--- config.mk ---
export PLATFORM = sky130hd
export DESIGN_NAME = wb_bus_ctrl
export DESIGN_NICKNAME = d
export VERILOG_FILES = /design/src/rtl/wb_bus_ctrl.sv
export SDC_FILE = /design/constraint.sdc
export NUM_CORES = 1
export LEC_CHECK = 0
export CAP_MARGIN = 20
export CORE_ASPECT_RATIO = 0.7
export CORE_MARGIN = 2
export CORE_UTILIZATION = 30
export DETAILED_ROUTE_END_ITERATION = 6
export PLACE_DENSITY = 0.74
export SLEW_MARGIN = 30
export SYNTH_ARGS = -nofsm -noshare
export SYNTH_HDL_FRONTEND = slang
export SYNTH_SLANG_ARGS = --single-unit
export TNS_END_PERCENT = 10
--- constraint.sdc ---
create_clock -name clk_clk -period 2.45 [get_ports clk_clk]
set_input_delay 0.49 -clock clk_clk [delete_from_list [all_inputs] [get_ports clk_clk]]
set_output_delay 0.49 -clock clk_clk [all_outputs]
set_load 0.01 [all_outputs]
--- src/rtl/wb_bus_ctrl.sv ---
`default_nettype none
// ======================================================================
// wb_bus_ctrl : Wishbone classic decode and sequencing with slave timeout.
// Optional WB_BUS_CTRL_STATS_EN adds err_count/err_addr.    Rev 1.0
// ======================================================================
module wb_bus_ctrl #(
  parameter int NUM_SLV     = 4,
  parameter int SLOT_LSB    = 24,
  parameter int SLOT_BITS   = 3,
  parameter int TIMEOUT_CYC = 255
) (
  input  logic                   clk_clk,
  input  logic                   reset_reset_n,
  input  logic                   m_cyc_i,
  input  logic                   m_stb_i,
  input  logic                   m_we_i,
  input  logic [31:0]            m_adr_i,
  input  logic [31:0]            m_dat_i,
  input  logic [3:0]             m_sel_i,
  output logic [31:0]            m_dat_o,
  output logic                   m_ack_o,
  output logic                   m_err_o,
  output logic                   m_rty_o,
  output logic [NUM_SLV-1:0]     s_cyc_o,
  output logic [NUM_SLV-1:0]     s_stb_o,
  output logic                   s_we_o,
  output logic [31:0]            s_adr_o,
  output logic [31:0]            s_dat_o,
  output logic [3:0]             s_sel_o,
  input  logic [32*NUM_SLV-1:0]  s_dat_i,
  input  logic [NUM_SLV-1:0]     s_ack_i,
  input  logic [NUM_SLV-1:0]     s_err_i,
  input  logic [NUM_SLV-1:0]     s_rty_i
`ifdef WB_BUS_CTRL_STATS_EN
  ,
  output logic [15:0]            err_count,
  output logic [31:0]            err_addr
`endif
);

  localparam logic [15:0] TMO_LAST = 16'(TIMEOUT_CYC - 1);

  typedef enum logic [1:0] {
    IDLE   = 2'd0,
    DECODE = 2'd1,
    ACCESS = 2'd2,
    RESP   = 2'd3
  } state_t;

  state_t                 state;
  logic [SLOT_BITS-1:0]   slot;
  logic [15:0]            cnt;
  logic [31:0]            slot_ext;
  logic [NUM_SLV-1:0]     dec_sel;
  logic                   mapped;
  logic                   hit_ack;
  logic                   hit_err;
  logic                   hit_rty;
  logic [31:0]            rd_data;

  assign slot_ext = 32'(slot);

  // An out-of-range slot decodes to an all-zero select, which marks it unmapped.
  always_comb begin
    dec_sel = '0;
    for (int i = 0; i < NUM_SLV; i++) begin
      dec_sel[i] = (slot_ext == 32'(i));
    end
  end

  assign mapped  = |dec_sel;
  assign hit_ack = |(s_ack_i & s_stb_o);
  assign hit_err = |(s_err_i & s_stb_o);
  assign hit_rty = |(s_rty_i & s_stb_o);

  always_comb begin
    rd_data = '0;
    for (int i = 0; i < NUM_SLV; i++) begin
      if (s_stb_o[i]) begin
        rd_data = s_dat_i[32*i +: 32];
      end
    end
  end

  always_ff @(posedge clk_clk or negedge reset_reset_n) begin
    if (!reset_reset_n) begin
      state   <= IDLE;
      slot    <= '0;
      cnt     <= '0;
      m_dat_o <= '0;
      m_ack_o <= 1'b0;
      m_err_o <= 1'b0;
      m_rty_o <= 1'b0;
      s_cyc_o <= '0;
      s_stb_o <= '0;
      s_we_o  <= 1'b0;
      s_adr_o <= '0;
      s_dat_o <= '0;
      s_sel_o <= '0;
    end else begin
      m_ack_o <= 1'b0;
      m_err_o <= 1'b0;
      m_rty_o <= 1'b0;
      case (state)
        IDLE: begin
          if (m_cyc_i && m_stb_i) begin
            s_we_o  <= m_we_i;
            s_adr_o <= m_adr_i;
            s_dat_o <= m_dat_i;
            s_sel_o <= m_sel_i;
            slot    <= m_adr_i[SLOT_LSB +: SLOT_BITS];
            state   <= DECODE;
          end
        end
        DECODE: begin
          cnt <= '0;
          if (!m_cyc_i) begin
            state <= IDLE;
          end else if (mapped) begin
            s_cyc_o <= dec_sel;
            s_stb_o <= dec_sel;
            state   <= ACCESS;
          end else begin
            m_err_o <= 1'b1;
            m_dat_o <= '0;
            state   <= RESP;
          end
        end
        ACCESS: begin
          cnt <= cnt + 16'd1;
          if (!m_cyc_i) begin
            s_cyc_o <= '0;
            s_stb_o <= '0;
            state   <= IDLE;
          end else if (hit_ack || hit_err || hit_rty) begin
            s_cyc_o <= '0;
            s_stb_o <= '0;
            m_ack_o <= hit_ack;
            m_err_o <= !hit_ack && hit_err;
            m_rty_o <= !hit_ack && !hit_err;
            m_dat_o <= hit_ack ? rd_data : 32'd0;
            state   <= RESP;
          end else if (cnt == TMO_LAST) begin
            s_cyc_o <= '0;
            s_stb_o <= '0;
            m_err_o <= 1'b1;
            m_dat_o <= '0;
            state   <= RESP;
          end
        end
        RESP: begin
          state <= IDLE;
        end
        default: begin
          state <= IDLE;
        end
      endcase
    end
  end

`ifdef WB_BUS_CTRL_STATS_EN
  // s_adr_o still holds the errored address while m_err_o is high in RESP.
  always_ff @(posedge clk_clk or negedge reset_reset_n) begin
    if (!reset_reset_n) begin
      err_count <= '0;
      err_addr  <= '0;
    end else if (m_err_o) begin
      err_addr <= s_adr_o;
      if (err_count != 16'hFFFF) begin
        err_count <= err_count + 16'd1;
      end
    end
  end
`endif

endmodule
`default_nettype wire

# ---- After elaboration in Yosys (flattened, before gate mapping)
# Cells that the tools add are included.
dict set report totals {
  in_bits 213
  wordCells 85
  reg_bits 129
}
dict set report op_classes {
  reduce_logical 18
  n_eq_ne 14
  bitwise_logic 3
  addsub 1
  muxes 37
}
# operator n
set op_table {}
lappend op_table {{two-way mux 32 bit} 10}
lappend op_table {{case mux 32 bit (2 select lines)} 1}
lappend op_table {{logical NOT 32 bit} 1}
lappend op_table {{case mux 16 bit (2 select lines)} 1}
lappend op_table {{two-way mux 4 bit} 5}
lappend op_table {{adder 16 x 1 -> 16 bit, second input constant} 1}
lappend op_table {{== test 16 x 8 -> 1 bit, second input constant} 1}
lappend op_table {{OR reduction 4 bit} 4}
lappend op_table {{bitwise AND 4 bit} 3}
lappend op_table {{two-way mux 1 bit} 12}
lappend op_table {{two-way mux 2 bit} 5}
lappend op_table {{inequality test 2 bit, second input constant} 5}
lappend op_table {{case mux 2 bit (4 select lines)} 1}
lappend op_table {{case mux 4 bit (2 select lines)} 1}
lappend op_table {{== test 3 x 2 -> 1 bit, second input constant} 2}
lappend op_table {{AND reduction 5 bit} 1}
lappend op_table {{== test 2 bit, second input constant} 2}
lappend op_table {{inequality test 4 bit, second input constant} 1}
lappend op_table {{AND reduction 2 bit} 2}
lappend op_table {{AND reduction 4 bit} 1}
lappend op_table {{== test 3 x 1 -> 1 bit, second input constant} 1}
lappend op_table {{logical AND 1 bit} 3}
lappend op_table {{inequality test 3 bit, second input constant} 1}
lappend op_table {{== test 2 x 1 -> 1 bit, second input constant} 1}
lappend op_table {{5 further kinds} 7}

# ---- Depth between registers and ports, before layout
# Gate-level depths: netlist of run 1.
dict set report logic_depth {
  word_depth 8
  depth_mapped 8
  mapped_depth_nobuf 7
}

# ---- Least setup slack after synthesis of run 1
# OpenSTA, ideal clock, no wires.
dict set report synth_path {
  path_type {reg-to-reg}
  from {register state[0]}
  to {register s_dat_o[16]}
  path_stages_with_launch 7
  synth_period_minus_slack_ns 1.837
  slack_ns 0.613
  arrival_time_ns 1.713
  cell_sequence {dfrtp_1 > inv_1 > ha_1 > nand3_1 > buf_1 > buf_2 > mux2_2}
}
dict set report synth_between {
  elab_chain_len 2
}
# item line
set synth_rtl {}
lappend synth_rtl {{start: declaration} 50} ;# state_t state;
lappend synth_rtl {{start signal: assignment} 87} ;# state <= IDLE;
lappend synth_rtl {{start signal: assignment} 112} ;# state <= DECODE;
lappend synth_rtl {{start signal: assignment} 118} ;# state <= IDLE;
lappend synth_rtl {{logical NOT 2 bit} 104} ;# case (state)
lappend synth_rtl {{AND reduction 2 bit (no source line)} -}
lappend synth_rtl {{end signal: assignment} 109} ;# s_dat_o <= m_dat_i;
lappend synth_rtl {{end: declaration} 28} ;# output logic [31:0] s_dat_o,
# No other way between the ends.
# A chain may end at the register's enable or synchronous reset.

# ---- Worst setup path in the final report of run 1
dict set report layout_path {
  from {register cnt[9]}
  to {register m_dat_o[28]}
}
dict set report layout_between {
  elab_chain_len 3
}
# item line
set layout_rtl {}
lappend layout_rtl {{start: declaration} 52} ;# logic [15:0] cnt;
lappend layout_rtl {{start signal: assignment} 130} ;# cnt <= cnt + 16'd1;
lappend layout_rtl {{== test 16 x 8 -> 1 bit} 143} ;# end else if (cnt == TMO_LAST) begin
lappend layout_rtl {{inequality test 3 bit (no source line)} -}
lappend layout_rtl {{AND reduction 5 bit (no source line)} -}
lappend layout_rtl {{end signal: assignment} 141} ;# m_dat_o <= hit_ack ? rd_data : 32'd0;
lappend layout_rtl {{end: declaration} 20} ;# output logic [31:0] m_dat_o,
# No other way between the ends.

==> run_results.csv, run 1 <==
group,metric,value,unit
cells_and_area,multi_input_area,0.00283,sq mm
clock_network,htreeDepth,4,
routing,first_pass_iters,4,
synthesis,yosys_warnings,0,
floorplanning,dieArea,0.0222,sq mm
grt,grt_overflow,0,
worst_setup_path,critPathLaunchType,"flip-flop",
power_and_ir_drop,power_density,1070,mW/mm^2
timing,worst_hold_slack,502,ps
timing,fin_worst_skew,10.5,ps
synthesis,synthTopCellsByArea,"dfrtp_1, mux2_2, nand2_1, a221oi_1, o21ai_2",
synthesis,synthCells,589,
timing,finalHoldViolations,0,
floorplanning,start_util,30.5,%
place,place_hpwl,16.0,mm
worst_setup_path,path_class,"reg -> reg",
synthesis,synth_top_cell_area_share,49.9,%
cells_and_area,final-seq-area,0.00316,sq mm
cells_and_area,fin_util,50.7,%
cells_and_area,syn_to_final_growth,66.1,%
worst_setup_path,r2r-start,"cnt[9]",
timing,period_share,91.4,%
routing,routed-via-count,5753,
worst_setup_path,r2r-end,"m_dat_o[28]",
synthesis,synth.avg_cell_area,10.7,sq um
floorplanning,die_w,177,microns
clock_network,clkTransAtPathRegs,60,ps
min_path,hold_class,"reg -> reg",
synthesis,syn_nets,808,
cells_and_area,layout_commonest_cell,"clkdlybuf4s50_1",
power_and_ir_drop,ir_drop,0.000503,V
grt,grt_antenna_before_repair,1,
clock_network,cts_tree,"built",
floorplanning,chipHeight,125,microns
flow_run,cap_violations,0,
timing,drv_slew,0,
worst_setup_path,crit_path_end,"m_dat_o[28]",
timing,maxSlewHeadroom,58.2,%
synthesis,synth_seq_area_share,49.9,%
clock_network,post_cts_buffers,0,
floorplanning,rows,44,
synthesis,synth_ff_type,"dfrtp_1",
worst_setup_path,r2r_cells,6,
synthesis,synth-edff-count,0,
place,placed_area,0.00993,sq mm
cells_and_area,num_antenna_cells,0,
floorplanning,io-pin-count,325,
synthesis,yosysTopAreaCell,"dfrtp_1",
clock_network,cts_root_buf,"clkbuf_16",
timing,tns,0,ps
grt,grtUsageTotal,18.5,%
routing,drt-initial-drc-count,214,
worst_setup_path,critPathCaptureType,"flip-flop",
routing,wl_per_cell,17.3,microns
place,io_buffers,324,
status,status,"completed",
routing,drt-vias-per-instance,4.79,
cells_and_area,final_cell_mix,"clkdlybuf4s50_1, dfrtp_1, nand2_1",
clock_network,clk_latency,420,ps
synthesis,postSynth.asyncResetShare,100,%
routing,wirelength,20.7,mm
timing,fmax,447,MHz
power_and_ir_drop,p_leak,0.00422,uW
worst_setup_path,critPathMaxFanout,15,
worst_setup_path,critPathLaunch,"cnt[9]",
synthesis,netlist_area,0.00631,sq mm
floorplanning,design.core.area,0.0207,sq mm
cells_and_area,fin_area,0.0105,sq mm
timing,worst_slew_pin_slew,628,ps
timing,rsz0062_at_grt,"false",
worst_setup_path,worstPathArrival,2540,ps
grt,grt_max_degree,65,
synthesis,ys_types,40,
clock_network,clk_path_buf_depth,2,
synthesis,ys_seq_elements,126,
place,place.gp.congestion,0.781,
clock_network,cts.sinks,126,
timing,fin_crit,2240,ps
routing,drc_errors,0,
worst_setup_path,reg2reg_slack,210,ps
routing,final_antenna_net_count,0,
cells_and_area,drive_above_1_share,17.6,%
timing,setup_violations,0,
clock_network,numCtsBuffers,17,
worst_setup_path,critPathRequiredTime,2750,ps
grt,grt_pass1_wl,31.6,mm
cells_and_area,nNetsFinal,1130,
grt,grt_pass1_vias,5839,
cells_and_area,fill_cells,1859,
## stage by stage
step	power [uW]	setup WS (ps)	cells
after floorplan	6160	613	589
after global routing	11900	155	1200
after global placement	8870	74.8	1167
after detailed placement	8940	56.4	1167
after CTS	11300	185	1200
final	11200	211	1200
## power by group
group          leakage [uW]  switching, uW  internal [uW]  total, uW
registers           0.00160            499           2840       3340
clock network      0.000273           1030           1320       2350
logic               0.00234           2450           3050       5500
## layout make-up
type / instances / area share [%]
Sequential cell: 126 / 30.1
Clock inverter: 15 / 1.18
Timing Repair Buffer: 345 / 32.9
Inverter: 41 / 1.47
Multi-Input combinational cell: 380 / 27.0
Clock buffer: 17 / 4.06
Tap cell: 276 / 3.29
## state kept, by name, summed over array words and instances, names as in the netlist
register,count
s_stb_o,4
cnt,16
s_we_o,1
m_rty_o,1
m_ack_o,1
m_dat_o,32
state,2
s_dat_o,32
s_adr_o,32
s_sel_o,4
m_err_o,1
## critical path, cell delays in order, from the launching register on
cell and delay [ps]:
dfrtp_1 460, nor4_1 370, nand3b_1 240, o41ai_4 450, o211a_4 340, buf_12 200
o21ai_2 60
## kinds of logic (layout without fill, tap and decap cells)
kind of cell / Yosys count / after routing / share of synthesized area (%)
and+or+nand+nor: 160 / 160 / 12.0
adders and majority gates: 6 / 6 / 1.19
muxes: 73 / 73 / 13.0
buffers and inverters: 83 / 418 / 5.57
DFF: 126 / 126 / 49.9
AOI/OAI and AO/OA: 135 / 135 / 17.5
xor gates and xnor gates: 6 / 6 / 0.832
## cells in the mapped netlist, types with 3 or more instances
cell      number
buf_4          4
dfrtp_1      126
or3_1          5
o21ai_2       30
a22o_1         9
nor3_1         3
a21oi_1        8
mux2_2        70
clkbuf_1      28
nand4_1        6
nand2_1       75
nor2b_1       33
o21ai_0       13
ha_1           6
nand3_1       10
and3_1         4
buf_1          5
buf_6          3
o31ai_1       32
nor2_1        17
xnor2_1        5
a221oi_1      31
inv_1         41
mux2i_1        3
## worst min path at each step
stage | depth (start not counted) | startpoint | to | slack, ps
after floorplan | 0 | reset_reset_n | cnt[0] | 190
after global placement | 1 | reset_reset_n | s_dat_o[6] | 430
after detailed placement | 1 | reset_reset_n | s_dat_o[6] | 430
after CTS | 1 | s_adr_o[13] | s_adr_o[13] | 510
after global routing | 1 | s_dat_o[24] | s_dat_o[24] | 510
final | 1 | s_adr_o[13] | s_adr_o[13] | 500
## metal layers
layer	track usage (%)	up-vias	share of wire, %
met5	0	-	0.063
li1	-	2736	-
met2	32.0	241	49
met3	7.24	22	9.4
met4	4.39	2	1.3
met1	21.6	2752	41
## what timing repair did
item,CTS,global route
gates resized for setup,0,0
hold endpoints to repair,37,0
hold buffers,1,0
setup endpoints to repair,0,0
Note: power is estimated with default switching activity, not from simulation.
==> run 2, diff against run 1 <==
- CORE_MARGIN: 2 -> not set
==> run_results.csv, run 2 (same netlist as run 1, synthesis figures left out) <==
group,metric,value,unit
power_and_ir_drop,switching_share,35.9,%
worst_setup_path,critPathCaptureType,"output pin",
timing,maxSlewHeadroom,56.7,%
clock_network,cts.sinks,126,
clock_network,clkTransAtPathRegs,70,ps
cells_and_area,final_cell_mix,"clkdlybuf4s50_1, dfrtp_1, nand2_1",
timing,setup_violations,0,
cells_and_area,layout_commonest_cell,"clkdlybuf4s50_1",
worst_setup_path,critPathRequiredTime,1960,ps
flow_run,cap_violations,0,
timing,drv_slew,0,
cells_and_area,syn_to_final_growth,66.2,%
floorplanning,rows,43,
min_path,hold_class,"in -> async",
clock_network,numCtsBuffers,17,
clock_network,clk_path_buf_depth,2,
floorplanning,die_w,175,microns
worst_setup_path,worstPathArrival,1830,ps
power_and_ir_drop,power.share.clock,22.5,%
worst_setup_path,path_class,"reg -> out",
cells_and_area,final_cells,1193,
power_and_ir_drop,seq_power_share,29.2,%
routing,drc_errors,0,
timing,finalHoldViolations,0,
floorplanning,start_util,31.2,%
worst_setup_path,critPathMaxFanout,40,
power_and_ir_drop,p_switching,4070,uW
cells_and_area,nNetsFinal,1127,
routing,drt-initial-drc-count,214,
timing,rsz0062_at_grt,"false",
routing,final_antenna_net_count,0,
clock_network,cts_root_buf,"clkbuf_16",
floorplanning,dieArea,0.0216,sq mm
status,status,"completed",
floorplanning,chipHeight,123,microns
clock_network,post_cts_buffers,0,
worst_setup_path,critPathLaunchType,"flip-flop",
place,place_hpwl,15.8,mm
grt,grt_pass1_wl,31.2,mm
routing,drt-vias-per-instance,4.79,
power_and_ir_drop,p_leak,0.00422,uW
timing,fmax,431,MHz
power_and_ir_drop,pwr-share-comb,48.3,%
cells_and_area,top_regs,"m_dat_o: 32 flops, s_adr_o: 32 flops, s_dat_o: 32 flops",
place,post-place-cells,1158,
place,place.gp.congestion,0.812,
clock_network,post_cts_resized,0,
routing,routed-via-count,5709,
grt,grt_max_degree,77,
cells_and_area,fill_cells,1862,
grt,grtUsageTotal,18.9,%
timing,fin_crit,2320,ps
worst_setup_path,r2r_cells,5,
power_and_ir_drop,power_density,1080,mW/mm^2
routing,wl_per_cell,17.4,microns
place,io_buffers,324,
grt,grt_overflow,0,
power_and_ir_drop,ir_drop,0.000723,V
routing,first_pass_iters,5,
timing,worst_slew_pin_slew,650,ps
cells_and_area,drive_above_1_share,17.3,%
timing,fin_worst_skew,12.5,ps
floorplanning,io-pin-count,325,
timing,period_share,94.7,%
clock_network,cts_tree,"built",
floorplanning,design.core.area,0.0202,sq mm
clock_network,htreeDepth,4,
timing,worst_hold_slack,454,ps
cells_and_area,fin_util,51.9,%
place,placed_area,0.00989,sq mm
power_and_ir_drop,internal-power,7290,uW
routing,wirelength,20.7,mm
clock_network,clk_latency,420,ps
cells_and_area,fin_area,0.0105,sq mm
grt,grt_antenna_before_repair,3,
clock_network,hold_buffers,1,
grt,grt_pass1_vias,5701,
[run 2: cell types whose count changed in the layout (fill, tap and decap cells not counted)]
cell	previous run	this run
dfrtp_2	3	2
buf_12	4	3
clkinvlp_4	1	2
bufinv_16	0	1
diode_2	0	2
clkinv_4	3	2
inv_6	6	5
clkinv_8	0	1
clkinv_2	3	0
inv_8	2	4
buf_4	16	14
dfrtp_1	123	124
[run 2: metrics by stage]
step	worst slack, ps	TNS (ps)	power (uW)
floorplan	613	0	6160
global route	33.1	0	12100
finish	130	0	11400
global placement	7.18	0	8800
detailed placement	-70.9	-308	8900
CTS	102	0	11500
[run 2: final timing paths]
check | startpoint | end | slack, ps
worst max register to register | cnt[8] | m_dat_o[9] | 170
worst min-delay path | reset_reset_n | m_dat_o[18] | 450
worst max-delay path | s_stb_o[2] | s_stb_o[2] | 130
worst min register to register | s_adr_o[27] | s_adr_o[27] | 500
max in group asynchronous | reset_reset_n | s_adr_o[25] | 1220
min in group clk_clk | s_adr_o[27] | s_adr_o[27] | 500
[run 2: cell type report]
| type | instances | area, sq um | area share (%) |
|---|---|---|---|
| Clock inverter | 15 | 168 | 1.60 |
| Timing Repair Buffer | 342 | 3420 | 32.6 |
| Clock buffer | 17 | 425 | 4.05 |
| Antenna cell | 2 | 5.00 | 0.0477 |
| Inverter | 41 | 154 | 1.47 |
| Sequential cell | 126 | 3160 | 30.1 |
| Multi-Input combinational cell | 380 | 2830 | 27.0 |
| Tap cell | 270 | 338 | 3.22 |
[run 2: routing by layer]
metal | part of all wire, % | vias up | track usage [%]
li1 | - | 2727 | -
met1 | 41 | 2718 | 22.5
met2 | 47 | 238 | 31.0
met3 | 9.2 | 24 | 7.69
met4 | 2.2 | 2 | 6.96
met5 | 0.053 | - | 0
[run 2: worst max-delay path: stages, from the launching register on]
cell,delay (ps)
dfrtp_2,400
buf_4,370
clkdlybuf4s50_1,620
[run 2: power by group through the flow]
| stage | Combinational (uW) | Sequential [uW] | Clock (uW) |
|---|---|---|---|
| after floorplan | 2530 | 3630 | 0 |
| after global placement | 5470 | 3330 | 0 |
| after detailed placement | 5530 | 3360 | 0 |
| after CTS | 5570 | 3330 | 2630 |
| after global routing | 5930 | 3430 | 2730 |
| final | 5480 | 3320 | 2560 |
